**src/rtl/dsp_frame_accumulator.sv**
```systemverilog
// dsp_frame_accumulator
//   Sums a programmable number of signed DSP products into one frame result,
//   rounds (half toward +inf) and saturates it to OUT_W bits, and presents it
//   through a single-entry valid/ready output register.
// Ports:
//   clk, rst_n            clock, asynchronous active-low reset
//   clear                 synchronous clear of frame state, output and flags
//   p_in, p_valid         signed sample from the DSP stage (no backpressure)
//   frame_len             samples per frame, captured at first sample (0 -> 1)
//   out_data, out_valid   rounded/saturated frame result, held until accepted
//   out_ready             downstream accept
//   sat_flag              out_data was clamped (same timing as out_data)
//   ovf                   sticky: a completed frame was dropped (output full)
module dsp_frame_accumulator #(
    parameter int unsigned IN_W  = 48,
    parameter int unsigned ACC_W = 56,
    parameter int unsigned OUT_W = 18,
    parameter int unsigned SHIFT = 16
) (
    input  logic             clk,
    input  logic             rst_n,
    input  logic             clear,
    input  logic [IN_W-1:0]  p_in,
    input  logic             p_valid,
    input  logic [7:0]       frame_len,
    output logic [OUT_W-1:0] out_data,
    output logic             out_valid,
    input  logic             out_ready,
    output logic             sat_flag,
    output logic             ovf
);

    typedef enum logic {
        IDLE = 1'b0,
        ACC  = 1'b1
    } state_t;

    localparam logic [ACC_W-1:0]        RND     = ACC_W'(1) << (SHIFT - 1);
    localparam logic signed [ACC_W-1:0] SAT_MAX = {{(ACC_W-OUT_W+1){1'b0}}, {(OUT_W-1){1'b1}}};
    localparam logic signed [ACC_W-1:0] SAT_MIN = ~SAT_MAX;
    localparam logic [OUT_W-1:0]        OUT_MAX = {1'b0, {(OUT_W-1){1'b1}}};
    localparam logic [OUT_W-1:0]        OUT_MIN = {1'b1, {(OUT_W-1){1'b0}}};

    state_t                    state_q, state_d;
    logic signed [ACC_W-1:0]   acc_q, acc_d;
    logic [7:0]                count_q, count_d;
    logic [7:0]                len_q, len_d;

    logic signed [ACC_W-1:0]   p_ext;
    logic                      frame_done;
    logic signed [ACC_W-1:0]   frame_sum;
    logic signed [ACC_W-1:0]   rnd_sum;
    logic signed [ACC_W-1:0]   r_sh;
    logic [OUT_W-1:0]          res_data;
    logic                      res_sat;

    assign p_ext = {{(ACC_W-IN_W){p_in[IN_W-1]}}, p_in};

    // Frame state register
    always_ff @(posedge clk or negedge rst_n) begin
        if (!rst_n) begin
            state_q <= IDLE;
            acc_q   <= '0;
            count_q <= '0;
            len_q   <= '0;
        end else begin
            state_q <= state_d;
            acc_q   <= acc_d;
            count_q <= count_d;
            len_q   <= len_d;
        end
    end

    // Next-state: frame accumulation and completion detect
    always_comb begin
        state_d    = state_q;
        acc_d      = acc_q;
        count_d    = count_q;
        len_d      = len_q;
        frame_done = 1'b0;
        frame_sum  = acc_q + p_ext;

        if (clear) begin
            state_d = IDLE;
            acc_d   = '0;
            count_d = '0;
            len_d   = '0;
        end else if (p_valid) begin
            case (state_q)
                IDLE: begin
                    len_d = (frame_len == 8'd0) ? 8'd1 : frame_len;
                    if (len_d == 8'd1) begin
                        // single-sample frame completes immediately
                        frame_done = 1'b1;
                        frame_sum  = p_ext;
                    end else begin
                        acc_d   = p_ext;
                        count_d = 8'd1;
                        state_d = ACC;
                    end
                end
                ACC: begin
                    if (count_q == len_q - 8'd1) begin
                        frame_done = 1'b1;
                        acc_d      = '0;
                        count_d    = '0;
                        state_d    = IDLE;
                    end else begin
                        acc_d   = frame_sum;
                        count_d = count_q + 8'd1;
                    end
                end
                default: state_d = IDLE;
            endcase
        end
    end

    // Round half toward +inf, arithmetic shift, then clamp to OUT_W
    assign rnd_sum = frame_sum + RND;
    assign r_sh    = rnd_sum >>> SHIFT;

    always_comb begin
        res_data = r_sh[OUT_W-1:0];
        res_sat  = 1'b0;
        if (r_sh > SAT_MAX) begin
            res_data = OUT_MAX;
            res_sat  = 1'b1;
        end else if (r_sh < SAT_MIN) begin
            res_data = OUT_MIN;
            res_sat  = 1'b1;
        end
    end

    // Single-entry output register; a result arriving while full and stalled is dropped
    always_ff @(posedge clk or negedge rst_n) begin
        if (!rst_n) begin
            out_data  <= '0;
            out_valid <= 1'b0;
            sat_flag  <= 1'b0;
            ovf       <= 1'b0;
        end else if (clear) begin
            out_data  <= '0;
            out_valid <= 1'b0;
            sat_flag  <= 1'b0;
            ovf       <= 1'b0;
        end else if (frame_done) begin
            if (!out_valid || out_ready) begin
                out_data  <= res_data;
                sat_flag  <= res_sat;
                out_valid <= 1'b1;
            end else begin
                ovf <= 1'b1;
            end
        end else if (out_valid && out_ready) begin
            out_valid <= 1'b0;
        end
    end

endmodule

```
**config.mk**
```make
export PLATFORM = sky130hd
export DESIGN_NAME = dsp_frame_accumulator
export DESIGN_NICKNAME = d
export VERILOG_FILES = /design/src/rtl/dsp_frame_accumulator.sv
export SDC_FILE = /design/constraint.sdc
export NUM_CORES = 1
export LEC_CHECK = 0
export CAP_MARGIN = 20
export CORE_ASPECT_RATIO = 1.2
export CORE_MARGIN = 1.5
export CORE_UTILIZATION = 35
export CTS_BUF_LIST = sky130_fd_sc_hd__clkbuf_2
export CTS_CLUSTER_DIAMETER = 30
export DETAILED_ROUTE_END_ITERATION = 16
export SYNTH_ARGS = -nofsm -noshare
export SYNTH_HDL_FRONTEND = slang
export SYNTH_SLANG_ARGS = --single-unit
```
**constraint.sdc**
```tcl
create_clock -name clk -period 16.1 [get_ports clk]
set_clock_uncertainty 0.1 [all_clocks]
set_input_delay 4.025 -clock clk [delete_from_list [all_inputs] [get_ports clk]]
set_output_delay 4.025 -clock clk [all_outputs]
set_load 0.02 [all_outputs]
```
==> results.py <==
metrics = {
    "critical_path": {
        "crit_path_end": "out_data[4]$_DFFE_PN0P_",
        "worstReg2RegEnd": "out_data[4]$_DFFE_PN0P_",
        "cp.arrival_ns": 10.41,
        "worst_setup_path_end_kind": "flop",
        "cp_max_fo": 72,
        "cp-start-kind": "input port",
        "startpoint": "clear",
        "timing.rr.start": "acc_q[0]$_DFFE_PN0P_",
        "cp_data_required_time_ns": 16.59,
        "crit_type": "in -> reg",
        "regToRegSetupSlack_ns": 9.62,
        "reg2regPathDepth": 17,
    },
    "timing": {
        "worstMarginPinSlew_ns": 0.939,
        "max_slew_margin": 0.367,
        "hold_ws_ns": 0.414,
        "min_period_ns": 9.93,
        "fin_setup_tns_ns": 0,
        "max_freq_mhz": 101,
        "layout_setup_ws_ns": 6.17,
        "finalMaxSlewViolations": 0,
        "finalHoldViolations": 0,
        "post-route-period-util": 0.617,
        "setup_violations": 0,
        "rsz0062_at_grt": "no",
    },
    "clock_tree": {
        "numCtsBuffers": 9,
        "clk_path_buf_depth": 2,
        "clock_latency_ns": 0.70,
        "h-tree-depth": 3,
        "clkTransAtPathRegs_ns": 0.31,
        "hold_buffers": 0,
        "cts_resized": 0,
        "cts_root_buf": "clkbuf_2",
        "cts_tree": "done",
        "post_cts_buffers": 0,
        "cts.sinks": 94,
    },
    "layout": {
        "finalNetCount": 1560,
        "finalNonFillerCells": 1842,
        "fillers": 3174,
        "design_area_sq_um": 12100,
        "post-route-util": 0.396,
        "syn_to_final_growth_pct": 10.9,
        "drive_gt1_frac": 0.0768,
    },
    "floorplan": {
        "start_util": 0.357,
        "core-area_sq_um": 30600,
        "die_area_sq_um": 32300,
        "ios": 82,
        "die_y_um": 196,
        "num_rows": 70,
        "die_w_um": 164,
    },
    "placed_design": {
        "port_buffers": 81,
        "post-dp-hpwl_mm": 30.1,
        "place_congestion": 0.945,
        "dp_cells": 1824,
        "dp_slack_ns": 5.51,
        "place_area_sq_um": 11900,
    },
    "synthesis": {
        "synth_common_cells": "nand2_1, nor2_1, o21ai_0, a21oi_1, dfrtp_1",
        "synthCells": 1417,
        "yosysMostFrequentCell": "nand2_1",
        "synth-edff-count": 0,
        "async_flop_share": 1.00,
        "ys_warn_count": 0,
        "syn_nets": 1537,
        "synth_top_area_frac": 0.215,
        "synth_cell_types": 109,
        "syn_avg_cell_area_sq_um": 7.71,
        "seq_area_frac_synth": 0.215,
        "ys_seq_elements": 94,
        "synth_ff_type": "dfrtp_1",
        "synthesis.area_sq_um": 10900,
        "synth_area_leaders": "dfrtp_1, ha_1, nand2_1",
        "yosysTopAreaCell": "dfrtp_1",
    },
    "routing": {
        "viasPerCell": 6.10,
        "via_count": 11200,
        "wl_per_cell_um": 21.0,
        "first_iter_violations": 627,
        "antenna_left": 0,
        "postRouteWirelength_mm": 38.7,
        "drt-pass1-iter-count": 5,
        "drc_errors": 0,
    },
    "power_and_ir_drop": {
        "seq_power_share": 0.301,
        "p_switching_uw": 392,
        "total_power_uw": 878,
        "p_int_uw": 486,
        "power.leakage_nw": 4.97,
        "p_comb_frac": 0.509,
        "clock_power_share": 0.190,
        "p_sw_frac": 0.447,
        "vdd_drop_max_mv": 0.0323,
        "power_density_nw_per_um2": 72.5,
    },
    "global_route": {
        "track_usage": 0.245,
        "grt_pass1_wl_mm": 61.3,
        "grt_pass1_vias": 10900,
        "grt_overflow": 0,
        "antenna_found_initial": 1,
        "grt_max_degree": 73,
    },
    "min_path": {
        "min_path_type": "reg -> reg",
    },
    "job": {
        "maxCapViolCount": 0,
    },
    "outcome": {
        "status": "complete, no violations",
    },
}
==> worst min-delay path by stage <==
stage	startpoint	endpoint	slack, ns	cells past startpoint
after CTS	out_data[17]$_DFFE_PN0P_	out_data[17]$_DFFE_PN0P_	0.42	1
final	out_data[17]$_DFFE_PN0P_	out_data[17]$_DFFE_PN0P_	0.41	1
after detailed placement	out_data[17]$_DFFE_PN0P_	out_data[17]$_DFFE_PN0P_	0.37	1
after global placement	acc_q[53]$_DFFE_PN0P_	acc_q[53]$_DFFE_PN0P_	0.36	1
after global routing	out_data[17]$_DFFE_PN0P_	out_data[17]$_DFFE_PN0P_	0.43	1
after floorplan	acc_q[47]$_DFFE_PN0P_	acc_q[47]$_DFFE_PN0P_	0.35	1
==> flip-flops by register name, summed over array words and instances, names as in the netlist <==
signal     flops
acc_q         56
ovf            1
sat_flag       1
count_q        8
out_valid      1
out_data      18
state_q        1
len_q          8
==> critical path: stages <==
cell and delay [ns]:
clkdlybuf4s50_1 0.82, nor2b_2 0.37, and4_2 0.25, buf_4 0.66, nor3_1 0.11, nand3_1 0.15, o211ai_1 0.22, a211oi_1 0.46
and2_1 0.33, nand4_2 0.32, or2_2 0.41, o311ai_1 0.56, o2111ai_1 0.25, nor4_1 0.34, nand4b_1 0.29, nand3_1 0.62
o211ai_1 0.19
==> layout make-up <==
type / instances / area (sq um) / area share
diodes: 1 / 2.50 / 0.000207
clock buffers: 9 / 45.0 / 0.00372
clock inverters: 7 / 119 / 0.00982
inverters: 25 / 93.8 / 0.00775
multi-input cells: 1218 / 8090 / 0.668
flip-flops and latches: 94 / 2350 / 0.194
well taps: 396 / 495 / 0.0409
repair buffers: 92 / 911 / 0.0752
==> cell usage in the layout, fill, tap and decap left out, types with 9 or more instances in the layout <==
cell and n:
nand3_1 49, nand4_1 37, mux2i_1 57, and4_1 11, a31oi_1 14, o21a_1 13
nor2_1 118, o21ai_1 23, o21ai_0 101, nor4_1 14, dfrtp_1 93, o211ai_1 23
nand2_1 191, a21oi_2 10, a21o_1 27, xor2_1 32, buf_4 11, clkbuf_2 9
o211ai_2 10, a21oi_1 97, and3_1 21, nor3_1 34, o31ai_1 10, ha_1 58
and2_1 20, xnor2_1 44, clkdlybuf4s50_1 80, inv_1 25
==> routing by layer <==
metal / track usage / vias to the layer above / routed length [um]
met4: 0.130 / 0 / 2070
met3: 0.0204 / 101 / 1460
met5: 0 / - / 0
li1: - / 5360 / -
met1: 0.298 / 5427 / 16100
met2: 0.427 / 349 / 19100
==> power groups by stage <==
stage	clock [mW]	sequential [mW]	combinational, mW
6_report	0.167	0.264	0.447
5_1_grt	0.179	0.267	0.488
4_1_cts	0.172	0.264	0.443
3_5_place_dp	0	0.268	0.441
3_3_place_gp	0	0.268	0.437
2_1_floorplan	0	0.270	0.306
==> logic make-up (layout without fill, tap and decap cells) <==
group | count (synthesis) | after routing | share of synthesized area
buffers and inverters | 105 | 133 | 0.0447
XOR/XNOR | 77 | 77 | 0.0625
adder cells (fa/ha/maj) | 59 | 59 | 0.0683
other | 0 | 1 | 0
AO/OA/AOI/OAI | 449 | 449 | 0.287
flip-flops | 94 | 94 | 0.215
multiplexers | 60 | 60 | 0.0553
AND/OR/NAND/NOR | 573 | 573 | 0.267
Note: power is estimated with default switching activity, not from simulation.
